**config.mk**
```make
export PLATFORM = sky130hd
export DESIGN_NAME = uart_mmio
export DESIGN_NICKNAME = d
export VERILOG_FILES = /design/src/rtl/uart_mmio.sv
export SDC_FILE = /design/constraint.sdc
export NUM_CORES = 1
export LEC_CHECK = 0
export ABC_AREA = 1
export CELL_PAD_IN_SITES_DETAIL_PLACEMENT = 1
export CELL_PAD_IN_SITES_GLOBAL_PLACEMENT = 1
export CORE_ASPECT_RATIO = 0.6
export CORE_UTILIZATION = 43
export DETAILED_ROUTE_END_ITERATION = 10
export DONT_BUFFER_PORTS = 1
export PLACE_DENSITY_LB_ADDON = 0.08
export SETUP_SLACK_MARGIN = 0.3
export SLEW_MARGIN = 10
export SYNTH_ARGS = -nofsm -noshare
export SYNTH_HDL_FRONTEND = slang
export SYNTH_SLANG_ARGS = --single-unit
```
**constraint.sdc**
```tcl
create_clock -name clk -period 1.95 [get_ports clk]
set_clock_uncertainty 0.1 [all_clocks]
set_input_delay 0.39 -clock clk [delete_from_list [all_inputs] [get_ports clk]]
set_output_delay 0.39 -clock clk [all_outputs]
set_load 0.05 [all_outputs]
```
**src/rtl/uart_mmio.sv**
```systemverilog
// Memory-mapped UART: DATA/STATUS registers, a TX FIFO feeding a serialiser, and an
// RX deserialiser with a single-entry holding register.
module uart_mmio #(
  parameter logic [15:0] BASE_ADDR  = 16'h7F80,
  parameter int unsigned CLK_DIV    = 434,
  parameter int unsigned FIFO_DEPTH = 8
) (
  input  logic        clk,
  input  logic        rst_n,
  input  logic        en,
  input  logic        write_enable,
  input  logic        byte_enable,
  input  logic        byte_select,
  input  logic [15:0] addr,
  input  logic [15:0] data_in,
  output logic [15:0] data_out,
  output logic        serviced_read,
  input  logic        uart_rx,
  output logic        uart_tx
);
  localparam int unsigned AW = $clog2(FIFO_DEPTH);
  localparam int unsigned PW = AW + 1;
  localparam int unsigned CW = $clog2(CLK_DIV);
  localparam logic [15:0]   STAT_ADDR = BASE_ADDR + 16'd1;
  localparam logic [CW-1:0] BIT_LAST  = CW'(CLK_DIV - 1);
  localparam logic [CW-1:0] HALF_LAST = CW'(CLK_DIV / 2 - 1);

  typedef enum logic [1:0] {S_IDLE, S_START, S_DATA, S_STOP} uart_state_e;

  logic          en_d_q, en_d_d;
  logic [15:0]   data_out_q, data_out_d;
  logic          serviced_read_q, serviced_read_d;
  logic [7:0]    mem_q [FIFO_DEPTH];
  logic [7:0]    mem_d [FIFO_DEPTH];
  logic [PW-1:0] head_q, head_d, tail_q, tail_d;
  uart_state_e   tx_state_q, tx_state_d, rx_state_q, rx_state_d;
  logic [CW-1:0] tx_cnt_q, tx_cnt_d, rx_cnt_q, rx_cnt_d;
  logic [2:0]    tx_bit_q, tx_bit_d, rx_bit_q, rx_bit_d;
  logic [7:0]    tx_shift_q, tx_shift_d, rx_shift_q, rx_shift_d;
  logic          uart_tx_q, uart_tx_d;
  logic [1:0]    rx_sync_q, rx_sync_d;
  logic          rx_prev_q, rx_prev_d;
  logic [7:0]    rx_byte_q, rx_byte_d;
  logic          rx_valid_q, rx_valid_d;
  logic          rx_overrun_q, rx_overrun_d;
  logic          frame_err_q, frame_err_d;
  logic          tx_drop_q, tx_drop_d;

  logic          access, hit_data, hit_stat, data_rd, push, tx_pop;
  logic          fifo_empty, fifo_full, tx_busy, rx_in;
  logic [7:0]    wr_byte;

  // Bus decode, FIFO, TX and RX next-state logic.
  always_comb begin
    en_d_d          = en;
    data_out_d      = data_out_q;
    serviced_read_d = serviced_read_q;
    mem_d           = mem_q;
    head_d          = head_q;
    tail_d          = tail_q;
    tx_state_d      = tx_state_q;
    tx_cnt_d        = tx_cnt_q;
    tx_bit_d        = tx_bit_q;
    tx_shift_d      = tx_shift_q;
    uart_tx_d       = 1'b1;
    rx_sync_d       = {rx_sync_q[0], uart_rx};
    rx_prev_d       = rx_sync_q[1];
    rx_state_d      = rx_state_q;
    rx_cnt_d        = rx_cnt_q;
    rx_bit_d        = rx_bit_q;
    rx_shift_d      = rx_shift_q;
    rx_byte_d       = rx_byte_q;
    rx_valid_d      = rx_valid_q;
    rx_overrun_d    = rx_overrun_q;
    frame_err_d     = frame_err_q;
    tx_drop_d       = tx_drop_q;

    access     = en && !en_d_q;
    hit_data   = (addr == BASE_ADDR);
    hit_stat   = (addr == STAT_ADDR);
    data_rd    = access && !write_enable && hit_data;
    push       = access && write_enable && hit_data;
    wr_byte    = (byte_enable && byte_select) ? data_in[15:8] : data_in[7:0];
    fifo_empty = (head_q == tail_q);
    fifo_full  = (head_q[PW-1] != tail_q[PW-1]) && (head_q[AW-1:0] == tail_q[AW-1:0]);
    tx_busy    = (tx_state_q != S_IDLE);
    rx_in      = rx_sync_q[1];
    // Popping at the end of a stop bit keeps frames back-to-back.
    tx_pop     = !fifo_empty &&
                 ((tx_state_q == S_IDLE) || ((tx_state_q == S_STOP) && (tx_cnt_q == '0)));

    // Reads capture the old flags; clears happen here so later sets win.
    if (access) begin
      if (!write_enable && (hit_data || hit_stat)) begin
        serviced_read_d = 1'b1;
        if (hit_data) begin
          data_out_d = {8'h00, rx_byte_q};
          rx_valid_d = 1'b0;
        end else begin
          data_out_d   = {9'b0, tx_drop_q, frame_err_q, rx_overrun_q, rx_valid_q,
                          tx_busy, fifo_empty, fifo_full};
          tx_drop_d    = 1'b0;
          frame_err_d  = 1'b0;
          rx_overrun_d = 1'b0;
        end
      end else begin
        serviced_read_d = 1'b0;
      end
    end

    if (push) begin
      if (!fifo_full || tx_pop) begin
        mem_d[tail_q[AW-1:0]] = wr_byte;
        tail_d                = tail_q + PW'(1);
      end else begin
        tx_drop_d = 1'b1;
      end
    end

    case (tx_state_q)
      S_START: begin
        if (tx_cnt_q == '0) begin
          tx_state_d = S_DATA;
          tx_cnt_d   = BIT_LAST;
          tx_bit_d   = 3'd0;
        end else begin
          tx_cnt_d = tx_cnt_q - CW'(1);
        end
      end
      S_DATA: begin
        if (tx_cnt_q == '0) begin
          tx_cnt_d   = BIT_LAST;
          tx_shift_d = {1'b1, tx_shift_q[7:1]};
          if (tx_bit_q == 3'd7) tx_state_d = S_STOP;
          else                  tx_bit_d   = tx_bit_q + 3'd1;
        end else begin
          tx_cnt_d = tx_cnt_q - CW'(1);
        end
      end
      S_STOP: begin
        if (tx_cnt_q == '0) tx_state_d = S_IDLE;
        else                tx_cnt_d   = tx_cnt_q - CW'(1);
      end
      default: ;
    endcase

    if (tx_pop) begin
      tx_state_d = S_START;
      tx_cnt_d   = BIT_LAST;
      tx_shift_d = mem_q[head_q[AW-1:0]];
      head_d     = head_q + PW'(1);
    end

    case (tx_state_d)
      S_START: uart_tx_d = 1'b0;
      S_DATA:  uart_tx_d = tx_shift_d[0];
      default: uart_tx_d = 1'b1;
    endcase

    case (rx_state_q)
      S_IDLE: begin
        if (rx_prev_q && !rx_in) begin
          rx_state_d = S_START;
          rx_cnt_d   = HALF_LAST;
        end
      end
      S_START: begin
        if (rx_cnt_q == '0) begin
          if (rx_in) begin
            rx_state_d = S_IDLE;
          end else begin
            rx_state_d = S_DATA;
            rx_cnt_d   = BIT_LAST;
            rx_bit_d   = 3'd0;
          end
        end else begin
          rx_cnt_d = rx_cnt_q - CW'(1);
        end
      end
      S_DATA: begin
        if (rx_cnt_q == '0) begin
          rx_cnt_d   = BIT_LAST;
          rx_shift_d = {rx_in, rx_shift_q[7:1]};
          if (rx_bit_q == 3'd7) rx_state_d = S_STOP;
          else                  rx_bit_d   = rx_bit_q + 3'd1;
        end else begin
          rx_cnt_d = rx_cnt_q - CW'(1);
        end
      end
      S_STOP: begin
        if (rx_cnt_q == '0) begin
          rx_state_d = S_IDLE;
          if (rx_in) begin
            rx_byte_d  = rx_shift_q;
            rx_valid_d = 1'b1;
            if (rx_valid_q && !data_rd) rx_overrun_d = 1'b1;
          end else begin
            frame_err_d = 1'b1;
          end
        end else begin
          rx_cnt_d = rx_cnt_q - CW'(1);
        end
      end
      default: ;
    endcase
  end

  always_ff @(posedge clk) begin
    if (!rst_n) begin
      en_d_q          <= 1'b0;
      data_out_q      <= '0;
      serviced_read_q <= 1'b0;
      head_q          <= '0;
      tail_q          <= '0;
      tx_state_q      <= S_IDLE;
      tx_cnt_q        <= '0;
      tx_bit_q        <= '0;
      tx_shift_q      <= '0;
      uart_tx_q       <= 1'b1;
      rx_sync_q       <= 2'b11;
      rx_prev_q       <= 1'b1;
      rx_state_q      <= S_IDLE;
      rx_cnt_q        <= '0;
      rx_bit_q        <= '0;
      rx_shift_q      <= '0;
      rx_byte_q       <= '0;
      rx_valid_q      <= 1'b0;
      rx_overrun_q    <= 1'b0;
      frame_err_q     <= 1'b0;
      tx_drop_q       <= 1'b0;
    end else begin
      en_d_q          <= en_d_d;
      data_out_q      <= data_out_d;
      serviced_read_q <= serviced_read_d;
      head_q          <= head_d;
      tail_q          <= tail_d;
      tx_state_q      <= tx_state_d;
      tx_cnt_q        <= tx_cnt_d;
      tx_bit_q        <= tx_bit_d;
      tx_shift_q      <= tx_shift_d;
      uart_tx_q       <= uart_tx_d;
      rx_sync_q       <= rx_sync_d;
      rx_prev_q       <= rx_prev_d;
      rx_state_q      <= rx_state_d;
      rx_cnt_q        <= rx_cnt_d;
      rx_bit_q        <= rx_bit_d;
      rx_shift_q      <= rx_shift_d;
      rx_byte_q       <= rx_byte_d;
      rx_valid_q      <= rx_valid_d;
      rx_overrun_q    <= rx_overrun_d;
      frame_err_q     <= frame_err_d;
      tx_drop_q       <= tx_drop_d;
    end
  end

  // FIFO storage needs no reset; the pointers define validity.
  always_ff @(posedge clk) begin
    mem_q <= mem_d;
  end

  assign data_out      = data_out_q;
  assign serviced_read = serviced_read_q;
  assign uart_tx       = uart_tx_q;
endmodule

```
==> flow_metrics.py <==
metrics = {
    "status": {
        "outcome": "complete, but fails checks",
        "violations": "hold timing, setup timing",
    },
    "floorplanning": {
        "boundaryPins": 57,
        "die_h_um": 103,
        "start_util_pct": 44.3,
        "rows": 36,
        "die-area_mm2": 0.0174,
        "core_mm2": 0.0164,
        "die_w_um": 170,
    },
    "clocking": {
        "clk_latency_ns": 0.44,
        "cts-root-buf": "clkbuf_16",
        "cts_hold_buf": 3,
        "cts_made_buffers": 17,
        "clock_path_buffers": 2,
        "cts_tree": "done",
        "clock-sinks": 142,
        "clk_pin_slew_ns": 0.07,
        "cts_htree_levels": 4,
    },
    "finish": {
        "layout-drive-gt1-share_pct": 32.6,
        "antenna_cells": 0,
        "utilization_pct": 60.5,
        "final_area_mm2": 0.00991,
        "final_nets": 1075,
        "area_growth_syn_to_layout_pct": 36.4,
    },
    "critical_path": {
        "cpMaxStageDelayCell": "dfxtp_2",
        "cp.arrival_ns": 2.38,
        "crit_family": "simple AND/OR/NAND/NOR gates",
        "path_max_fanout": 3,
        "worstSetupPathType": "reg2reg",
        "endpoint_kind": "register",
        "cp_num_buf_inv": 4,
        "cp-start-kind": "register",
        "slowest_delay_ns": 0.34,
        "required_ns": 2.16,
        "worstPathCellList": "inv_2 > ha_4 > buf_6 > inv_4 > nor2_4 > nand2_2 > nor2_4 > buf_4 > o21ai_2 > nand2_2 > a21oi_4 > ha_4 > nor2_2 > nand2_1",
    },
    "grt": {
        "grt_pass1_vias": 6604,
        "grt_max_degree": 46,
        "grt_overflow": 0,
        "grt_usage_pct": 28.0,
        "grt_pass1_wl_mm": 36.1,
        "antenna_found_initial": 1,
    },
    "drt": {
        "drt-initial-drc-count": 469,
        "vias": 6793,
        "drt_pass1_iterations": 5,
        "wirelength_mm": 27.2,
        "vias_per_cell": 5.40,
        "postRouteAntennaNets": 0,
        "post_drt_wl_per_cell_um": 21.7,
        "drc": 0,
    },
    "timing": {
        "worst_slack_ns": -0.218,
        "setup_viol": 42,
        "period_minus_slack_ns": 2.17,
        "slew_violations": 0,
        "timing.fmax_ghz": 0.461,
        "rsz0062_at_grt": "true",
        "hold_ws_ns": -0.0325,
        "max_slew_margin_pct": 47.2,
        "tightest_slew_ns": 0.791,
        "finalCritPeriodShare_pct": 111,
        "hold_viol": 1,
    },
    "hold_path": {
        "hold_path_class": "in2reg",
    },
    "power_and_ir_drop": {
        "p_total_uw": 14300,
        "powerDensity_mw_per_mm2": 1450,
        "vdd_drop_max_v": 0.000653,
        "p_leak_uw": 0.00423,
    },
    "logic_synthesis": {
        "synth_area_mm2": 0.00727,
        "synthFlopType": "dfxtp_1",
        "ys_seq_area_share_pct": 47.9,
        "yosysWarnings": 0,
        "netlist_top_cells_area": "edfxtp_1, dfxtp_1, nand2_1",
        "synth_commonest_cells": "nand2_1, inv_1, nor2_1",
        "synth.avg_cell_area_um2": 7.84,
        "synth_seq_cells": 142,
        "netlist-cell-type-count": 42,
        "async_flop_share_pct": 0,
        "netlist_instances": 927,
        "synth.top_cell.area_share_pct": 26.4,
        "synth_most_common_cell": "nand2_1",
        "synth_edf_count": 64,
        "yosysTopAreaCell": "edfxtp_1",
    },
    "placement": {
        "hpwl_mm": 15.0,
        "post-place-ws_ns": -0.115,
        "gp_congestion": 0.865,
        "placed_area_mm2": 0.00783,
        "io_buffer_count": 0,
    },
    "flow_run": {
        "drv_cap": 0,
    },
}
-- final timing paths --
path | start | endpoint | slack [ns] | depth (start not counted)
max | tx_cnt_q[1] | uart_tx | -0.22 | 14
max reg2reg | tx_cnt_q[1] | uart_tx | -0.22 | 14
min reg2reg | rx_sync_q[0] | rx_sync_q[1] | 0.36 | 1
min | rst_n | rx_shift_q[6] | -0.03 | 2
-- layout by cell type (no fill, tap or decap), types with 10 or more instances in the layout --
cell / n
buf_6: 30
clkbuf_16: 18
inv_2: 16
inv_1: 114
nand2_4: 16
dfxtp_2: 10
a21oi_1: 16
nor2_4: 31
nand3_2: 12
nor2_2: 14
o21ai_2: 16
nor2_1: 78
a21oi_2: 21
nand2_1: 201
edfxtp_1: 64
buf_4: 54
nand3_1: 63
dfxtp_1: 66
ha_1: 12
nand2_2: 14
o21ai_0: 22
xor2_1: 10
o21ai_1: 17
-- worst reg2reg max path, cell delays in order, from the launching register on --
cell and delay (ns):
dfxtp_2 0.34, inv_2 0.05, ha_4 0.17, buf_6 0.12, inv_4 0.06, nor2_4 0.04
nand2_2 0.10, nor2_4 0.06, buf_4 0.14, o21ai_2 0.17, nand2_2 0.09, a21oi_4 0.18
ha_4 0.23, nor2_2 0.09, nand2_1 0.11
-- layer usage --
metal  vias up  GRT usage [%]  part of all wire (%)
met3        67           5.22                   5.7
met1      3365           39.1                    44
met5         -              0                 0.048
met2       235           43.5                    47
met4         2           10.3                   2.7
li1       3124              -                     -
-- per-stage QoR --
stage | std cells | setup TNS, ns
floorplan | 934 | 0
global placement | 1170 | 0
detailed placement | 1170 | -5.63
CTS | 1226 | -0.297
global route | 1257 | -7.34
finish | 1257 | -1.09
-- cell families after synthesis --
| kind of cell | Yosys count | share of synthesized area [%] |
|---|---|---|
| AOI/OAI and AO/OA | 111 | 8.09 |
| xor gates and xnor gates | 11 | 1.33 |
| adders and majority gates | 20 | 3.44 |
| buffers and inverters | 173 | 10.1 |
| DFF | 142 | 47.9 |
| muxes | 8 | 1.24 |
| other | 1 | 0.0516 |
| and+or+nand+nor | 461 | 27.8 |
-- flip-flops by register name, indices dropped and copies added (netlist names), 2 cells and up, named ones only --
register    cells
mem_q          64
rx_cnt_q        9
tx_cnt_q        9
data_out        8
rx_byte_q       8
rx_shift_q      8
tx_shift_q      8
head_q          4
tail_q          4
rx_bit_q        3
tx_bit_q        3
rx_sync_q       2
tx_state_q      2
-- power by group --
| group | leakage [uW] | switching (uW) | total (uW) | internal [uW] |
|---|---|---|---|---|
| Sequential | 0.00122 | 337 | 3770 | 3430 |
| Clock | 0.000272 | 1470 | 3300 | 1830 |
| Combinational | 0.00274 | 4370 | 7280 | 2910 |
| Total | 0.00423 | 6170 | 14300 | 8170 |
-- layout make-up --
| type | instances | area, um2 |
|---|---|---|
| Clock buffer | 20 | 447 |
| Multi-Input combinational cell | 621 | 4000 |
| Clock inverter | 12 | 128 |
| Tap cell | 228 | 285 |
| Sequential cell | 142 | 3500 |
| Timing Repair Buffer | 96 | 983 |
| Inverter | 138 | 563 |
| Fill cell | 1888 | 6480 |
-- repair_timing --
action	4_1_cts	5_1_grt
gates resized for setup	125	161
gates cloned	3	2
pin swaps	30	64
endpoints found under the setup margin	132	136
setup buffers	18	29
endpoints found under the hold margin	46	1
Power figures use the tool's default switching activity.
